==> config.mk <==
export PLATFORM = sky130hd
export DESIGN_NAME = spi_note_receiver
export DESIGN_NICKNAME = d
export VERILOG_FILES = /design/src/rtl/spi_note_pkg.sv /design/src/rtl/spi_pin_sync.sv /design/src/rtl/spi_note_receiver.sv
export SDC_FILE = /design/constraint.sdc
export NUM_CORES = 1
export LEC_CHECK = 0
export CAP_MARGIN = 25
export CORE_MARGIN = 5
export CORE_UTILIZATION = 55
export DETAILED_ROUTE_END_ITERATION = 7
export PLACE_DENSITY = 0.83
export SETUP_SLACK_MARGIN = 0.5
export SYNTH_ARGS = -nofsm -noshare
export SYNTH_HDL_FRONTEND = slang
export SYNTH_SLANG_ARGS = --single-unit
export TNS_END_PERCENT = 1
==> constraint.sdc <==
create_clock -name i_clk -period 1.75 [get_ports i_clk]
set_input_delay 0.35 -clock i_clk [delete_from_list [all_inputs] [get_ports i_clk]]
set_output_delay 0.35 -clock i_clk [all_outputs]
set_load 0.005 [all_outputs]
==> src/rtl/spi_note_pkg.sv <==
// rtl/spi_note_pkg.sv - shared constants and FSM encoding for the SPI note receiver
package spi_note_pkg;

  localparam logic [7:0] DEFAULT_CMD_NOTE_ON  = 8'h90;
  localparam logic [7:0] DEFAULT_CMD_NOTE_OFF = 8'h80;

  localparam int FRAME_BITS = 56;

  // Bit offsets of each field inside the 56-bit frame (byte0 lands in the top byte)
  localparam int CMD_LSB      = 48;
  localparam int VOICE_LSB    = 40;
  localparam int TUNING_LSB   = 8;
  localparam int VELOCITY_LSB = 0;

  typedef enum logic [1:0] {
    IDLE    = 2'd0,
    RECEIVE = 2'd1,
    CHECK   = 2'd2,
    WAIT_CS = 2'd3
  } state_t;

endpackage

==> src/rtl/spi_pin_sync.sv <==
// rtl/spi_pin_sync.sv - multi-bit pin synchronizer with rising/falling edge detect
module spi_pin_sync #(
  parameter int WIDTH  = 1,
  parameter int STAGES = 2
) (
  input  logic             clk,
  input  logic             reset,
  input  logic [WIDTH-1:0] pins,
  output logic [WIDTH-1:0] synced,
  output logic [WIDTH-1:0] rise,
  output logic [WIDTH-1:0] fall
);

  logic [WIDTH-1:0] chain [STAGES];
  logic [WIDTH-1:0] prev;

  // Reset clears to 0 so a CS held low across reset never looks like a new falling edge
  always_ff @(posedge clk) begin
    if (reset) begin
      for (int i = 0; i < STAGES; i++) chain[i] <= '0;
      prev <= '0;
    end else begin
      chain[0] <= pins;
      for (int i = 1; i < STAGES; i++) chain[i] <= chain[i-1];
      prev <= chain[STAGES-1];
    end
  end

  assign synced = chain[STAGES-1];
  assign rise   = synced & ~prev;
  assign fall   = ~synced & prev;

endmodule

==> src/rtl/spi_note_receiver.sv <==
// rtl/spi_note_receiver.sv - SPI mode-0 slave turning 7-byte note frames into a note strobe
module spi_note_receiver
  import spi_note_pkg::*;
#(
  parameter int         SYNC_STAGES  = 2,
  parameter int         VOICE_COUNT  = 16,
  parameter logic [7:0] CMD_NOTE_ON  = DEFAULT_CMD_NOTE_ON,
  parameter logic [7:0] CMD_NOTE_OFF = DEFAULT_CMD_NOTE_OFF
) (
  input  logic        i_clk,
  input  logic        i_reset,
  input  logic        i_sck,
  input  logic        i_mosi,
  input  logic        i_cs_n,
  output logic        o_SPI_flag,
  output logic        o_SPI_note_status,
  output logic [7:0]  o_SPI_voice_index,
  output logic [31:0] o_SPI_tuning_code,
  output logic [7:0]  o_SPI_velocity,
  output logic        o_frame_error
);

  localparam logic [5:0] LAST_BIT    = 6'(FRAME_BITS - 1);
  localparam logic [8:0] VOICE_LIMIT = 9'(VOICE_COUNT);

  logic [2:0] pin_synced, pin_rise, pin_fall;

  spi_pin_sync #(.WIDTH(3), .STAGES(SYNC_STAGES)) u_pin_sync (
    .clk    (i_clk),
    .reset  (i_reset),
    .pins   ({i_sck, i_mosi, i_cs_n}),
    .synced (pin_synced),
    .rise   (pin_rise),
    .fall   (pin_fall)
  );

  logic sck_rise, mosi, cs_high, cs_rise, cs_fall;
  assign sck_rise = pin_rise[2];
  assign mosi     = pin_synced[1];
  assign cs_high  = pin_synced[0];
  assign cs_rise  = pin_rise[0];
  assign cs_fall  = pin_fall[0];

  logic unused_edges;
  assign unused_edges = ^{pin_rise[1], pin_fall[2:1], pin_synced[2]};

  state_t                state;
  logic [FRAME_BITS-1:0] shreg;
  logic [5:0]            bit_count;

  logic [7:0] cmd, voice;
  logic       frame_ok;
  assign cmd      = shreg[CMD_LSB +: 8];
  assign voice    = shreg[VOICE_LSB +: 8];
  assign frame_ok = ((cmd == CMD_NOTE_ON) || (cmd == CMD_NOTE_OFF)) && ({1'b0, voice} < VOICE_LIMIT);

  always_ff @(posedge i_clk) begin
    if (i_reset) begin
      state             <= IDLE;
      shreg             <= '0;
      bit_count         <= '0;
      o_SPI_flag        <= 1'b0;
      o_frame_error     <= 1'b0;
      o_SPI_note_status <= 1'b0;
      o_SPI_voice_index <= '0;
      o_SPI_tuning_code <= '0;
      o_SPI_velocity    <= '0;
    end else begin
      o_SPI_flag    <= 1'b0;
      o_frame_error <= 1'b0;
      case (state)
        IDLE: begin
          if (cs_fall) begin
            bit_count <= '0;
            state     <= RECEIVE;
          end
        end
        RECEIVE: begin
          // The final bit wins over a simultaneous CS rise: the frame is complete
          if (sck_rise && bit_count == LAST_BIT) begin
            shreg <= {shreg[FRAME_BITS-2:0], mosi};
            state <= CHECK;
          end else if (cs_rise) begin
            o_frame_error <= 1'b1;
            state         <= IDLE;
          end else if (sck_rise) begin
            shreg     <= {shreg[FRAME_BITS-2:0], mosi};
            bit_count <= bit_count + 6'd1;
          end
        end
        CHECK: begin
          if (frame_ok) begin
            o_SPI_flag        <= 1'b1;
            o_SPI_note_status <= (cmd == CMD_NOTE_ON);
            o_SPI_voice_index <= voice;
            o_SPI_tuning_code <= shreg[TUNING_LSB +: 32];
            o_SPI_velocity    <= {1'b0, shreg[VELOCITY_LSB +: 7]};
          end else begin
            o_frame_error <= 1'b1;
          end
          state <= WAIT_CS;
        end
        WAIT_CS: begin
          // Level test so a CS rise that coincided with the last bit is not missed
          if (cs_high) state <= IDLE;
        end
        default: state <= IDLE;
      endcase
    end
  end

endmodule

======== After elaboration in Yosys (flattened, before gate mapping) ========
Memories as Yosys holds them, arrays and structs flattened.
Index checks and enable logic that the tools add are counted.
operators by class
  equal/unequal tests ..................... 13
  muxes and demuxes ....................... 23
  bitwise logic cells ..................... 7
  add/subtract/negate cells ............... 1
  $lt $le $gt $ge ......................... 1
  reductions and logical operators ........ 11
operators with widths
  kind                                                        count
  two-way mux 56 bit                                          3
  two-way mux 6 bit                                           4
  == test 8 bit, second input constant                        2
  one-hot mux 6 bit (2 select lines)                          1
  less-than comparator 8 x 5 -> 1 bit, second input constant  1
  two-way mux 2 bit                                           4
  != test 2 bit, second input constant                        4
  one-hot mux 2 bit (4 select lines)                          1
  two-way mux 1 bit                                           7
  adder 6 x 1 -> 6 bit, second input constant                 1
  == test 6 bit, second input constant                        1
  two-way mux 3 bit                                           2
  AND reduction 3 bit                                         2
  AND reduction 5 bit                                         1
  == test 2 bit, second input constant                        2
  != test 2 x 1 -> 1 bit, second input constant               2
  nonzero test 2 bit                                          2
  bitwise AND 3 bit                                           1
  != test 3 bit, second input constant                        1
  NOT 3 bit                                                   1
  == test 2 x 1 -> 1 bit, second input constant               1
  logical AND 1 bit                                           2
  logical NOT 2 bit                                           1
  NOT 1 bit                                                   2
  6 further kinds                                             7
storage, ports and cells
  RAM bits ................................ 6
  register bits ........................... 117
  input port bits ......................... 5
  word-level logic and storage cells ...... 67
  memories ................................ 1
  output and inout bits ................... 51
memory list
  memory            depth  bits a word  rd ports  clocked after memory_dff  write ports  line                RTL
  u_pin_sync.chain  2      3            2         0                         2            spi_pin_sync.sv:14  logic [WIDTH-1:0] chain [STAGES];

======== Longest topological paths before layout ========
Gate-level depths: netlist (run 1).
  depth in word-level cells ............... 6
  mapped depth ............................ 8

======== By module ========
A second synthesis (run 1) with hierarchy kept.
second synthesis, totals
  cells, all modules ...................... 485
  area total of the unflattened synthesis .. 4722.0 sq um
modules (own cells, without submodules)
  module             seq. area each (sq um)  cells each  area an instance (sq um)  instances
  spi_note_receiver  2282.2                  458         4425.5                    1
  spi_pin_sync       180.2                   27          296.5                     1

======== Least setup slack after synthesis (run 1) ========
No wires, ideal clock.
  path kind ............................... register -> register
  from .................................... register state[0]
  to ...................................... register bit_count[1]
  path buffers ............................ 0
  setup time .............................. 0.133 ns
  slack ................................... 0.151 ns
  arrival ................................. 1.467 ns
  data required time ...................... 1.617 ns
  period minus slack after synthesis ...... 1.599 ns
  cell stages (with the launch flop) ...... 7
  path through ............................ dfxtp_1 inv_1 ha_1 mux2i_1 a211o_1 a32oi_2 o32ai_1
on the way
  word-level cells in the longest chain between the ends .. 3
  elaborated cells on any way between the ends .. 9
  those cells by class .................... 5 x eq/ne; 1 x mux; 3 x reduce/logical
ends and longest elaborated chain
  what                                                                  line                     RTL
  start, declared                                                       spi_note_receiver.sv:47  state_t state;
  start signal, assigned                                                spi_note_receiver.sv:59  state <= IDLE;
  start signal, assigned                                                spi_note_receiver.sv:75  state <= RECEIVE;
  start signal, assigned                                                spi_note_receiver.sv:82  state <= CHECK;
  == test 2 x 1 -> 1 bit or logical NOT 2 bit (tied branches)           spi_note_receiver.sv:71  case (state)
  != test 2 bit (no source line) or nonzero test 2 bit (tied branches)  -
  AND reduction 5 bit (no source line)                                  -
  end signal, assigned                                                  spi_note_receiver.sv:88  bit_count <= bit_count + 6'd1;
  end, declared                                                         spi_note_receiver.sv:49  logic [5:0] bit_count;
Several ways; a longest one is shown, not always the timed one.
A chain may end at the register's enable or synchronous reset.

==> results of run 1 <==
-- path summary, 6_finish.rpt --
| kind | slack, ps | endpoint |
|---|---|---|
| hold / removal | 210 | o_SPI_tuning_code[30] |
| setup reg to reg | 140 | shreg[51] |
| setup / recovery | 140 | shreg[51] |
| hold reg to reg | 440 | u_pin_sync.chain[0][3] |
-- cells by family (layout without fill, tap and decap cells) --
family,count (synthesis),in the layout
fa+ha+maj,5,5
buf+inv,55,108
compound gates,183,183
flops,122,122
other cells,1,1
mux,1,1
simple gates,192,192
-- where the power goes --
| part | switching, uW | internal, uW | total (uW) |
|---|---|---|---|
| Combinational | 172 | 81.8 | 254 |
| Sequential | 14.7 | 2790 | 2810 |
| Clock | 1290 | 2690 | 3980 |
-- cell usage after synthesis, types with 2 or more instances --
master	count
ha_1	5
a21oi_2	40
and3_1	6
o21ai_0	53
o21ai_1	8
buf_2	10
nand2_2	9
nand4_1	2
clkbuf_1	23
inv_1	7
dfxtp_1	122
buf_4	6
o311ai_0	2
buf_6	5
o32ai_1	2
nand2_1	84
nand2b_1	5
a21oi_1	62
and4_1	2
o22ai_1	2
a31oi_1	4
clkbuf_2	3
nand3_1	59
nor2b_1	10
nor2_1	4
-- stage by stage --
stage	setup WS, ps	hold WS (ps)	cells	total power [uW]
floorplan	332.4	413.8	559	3050
finish	141.5	208.9	720	7044
CTS	204.1	200.4	720	7040
global placement	217.7	428.3	685	3086
detailed placement	122.1	428.5	685	3091
global route	87.90	221.0	720	7247
-- timing repair --
item                       CTS  global route
resized for setup           58             3
pin swaps                    1             0
buffers inserted             3             0
setup endpoints to repair  163           164
gates cloned                 0             0
-- layer usage --
| layer | share of wire [%] | wire [um] | global-route usage, % |
|---|---|---|---|
| met3 | 7.6 | 883 | 7.028 |
| met4 | 1.8 | 211 | 7.308 |
| met1 | 42 | 4902 | 26.13 |
| met2 | 49 | 5688 | 33.48 |
| met5 | 0 | 0 | 0 |
-- final cells by class --
class	instances	area (um^2)	share of cell area (%)
clock buffers	19	441.7	7.095
clock inverters	13	239.0	3.839
inverters	7	28.78	0.4623
multi-input cells	382	2282	36.66
flip-flops and latches	122	2452	39.40
well taps	108	135.1	2.171
repair buffers	69	645.6	10.37
-- sequential cells by signal, indices dropped and copies added, names as in the netlist, 2 cells and up, named ones only --
signal / count
o_SPI_tuning_code: 32
u_pin_sync.chain: 6
o_SPI_velocity: 7
u_pin_sync.prev: 2
shreg: 56
o_SPI_voice_index: 8
bit_count: 6
==> run_results.csv, run 1 <==
group,metric,value,unit
layout,fill_cells,636,
yosys,synthAdderAreaFrac,1.272,%
die,coreArea,8721,um^2
die,die_area,10930,um^2
yosys,synth-warning-count,0,
min_path,hp-class,"input port to flip-flop",
sta,finalHoldViolations,0,
worst_setup_path,crit_type,"flip-flop to flip-flop",
worst_setup_path,critPathMaxFanout,22,
die,die_x,104.6,um
yosys,synth.distinct_cells,49,
worst_setup_path,crit_cells,6,
grt,grt_pass1_vias,4040,
sta,drv_slew,0,
grt,grt_usage,20.81,%
layout,nets,609,
clock_network,path_clk_slew,60,ps
yosys,syn_area_per_cell,8.799,um^2
worst_setup_path,critPathRequiredTime,2190,ps
sta,grt_setup_unrepaired,"yes",
clock_network,cts-htree-levels,4,
sta,tns,0,ps
worst_setup_path,worstSetupEndpointType,"flip-flop",
die,die_y,104.6,um
place,port-buffer-count,54,
clock_network,cts_hold_buf,0,
sta,skew,10.23,ps
die,start_util,56.40,%
yosys,async_flop_share,0,%
clock_network,cts_tree,"yes",
pwr,power.leakage,0.002323,uW
pwr,p_per_area,1132,nW/um^2
yosys,synth.top_cell.area_share,49.66,%
layout,design_area,6225,um^2
yosys,synth_xor_area_share,0,%
clock_network,cts_buffers,17,
yosys,synthesis.nets,569,
yosys,synth_top_cell_by_area,"dfxtp_1",
worst_setup_path,crit_arrival,2050,ps
route,drc_errors,0,
yosys,synth_edf_count,0,
worst_setup_path,cpPeakStageDelay,340,ps
clock_network,ctsRootBufferMaster,"clkbuf_8",
grt,grt_pass1_wl,19.10,mm
route,postRouteWirelength,11.69,mm
pwr,ir_drop,0.7486,mV
place,placed_cell_area,5539,um^2
grt,grt_max_degree,57,
route,drt_iter0_markers,350,
yosys,yosysSeqAreaShare,49.66,%
route,vias_per_cell,5.964,
worst_setup_path,crit_path_top_delay_cell,"dfxtp_2",
yosys,synth-compound-area-share,23.12,%
yosys,synthSimpleGateAreaFrac,19.59,%
die,ios,56,
grt,grt-ovfl-total,0,
worst_setup_path,ff2ff_path_depth,6,
route,postRouteAntennaNets,0,
layout,finish.utilization,71.38,%
min_path,whs_path_depth,2,
sta,fin_crit,1608,ps
route,dr.pass1.iters,6,
yosys,muxShareOfSynthArea,0.2035,%
yosys,synthTopCellsByArea,"dfxtp_1 (50%), a21oi_2 (7.1%), nand2_1 (6.4%)",
clock_network,cts_num_sinks,122,
yosys,syn_area,4918,um^2
sta,finalSetupViolations,0,
place,place.gp.congestion,0.8002,
layout,area_growth,26.56,%
yosys,ys_ff_latch,122,
clock_network,cts.path.max_buffers,2,
layout,layout_common_cells,"dfxtp_1 (116), nand2_1 (83), a21oi_1 (62)",
layout,antenna_cells,0,
yosys,syn-instance-count,559,
layout,final_common_cell,"dfxtp_1",
sta,fmax,621.7,MHz
sta,min_period_over_period,91.91,%
place,dp_hpwl,6.757,mm
yosys,synthFlopType,"dfxtp_1",
worst_setup_path,startpoint_type,"flip-flop",
grt,antenna_found_initial,0,
route,wl_per_cell,16.23,um
die,rows,34,
job,drv_cap,0,
clock_network,clk_latency,520,ps
worst_setup_path,crit_buf_inv,2,
route,dr_total_vias,4294,
outcome,outcome,"finished clean",
worst_setup_path,crit_family,"simple AND/OR/NAND/NOR gates",
worst_setup_path,worstPathCellList,"inv_4 -> ha_4 -> and3b_2 -> buf_4 -> nand3_1 -> a21oi_1",
min_path,worstHoldStart,"i_reset",
yosys,synth_top_family_by_area,"compound AO/OA/AOI/OAI gates",
layout,final_layout_size_suffix_gt1_share,20.26,%
Power figures use the tool's default switching activity.
==> run 2, diff against run 1 <==
Settings changed: CTS_CLUSTER_SIZE set to 25.
==> results of run 2 <==
Same layout as run 1: the final DEF is identical, and so are final timing and power.
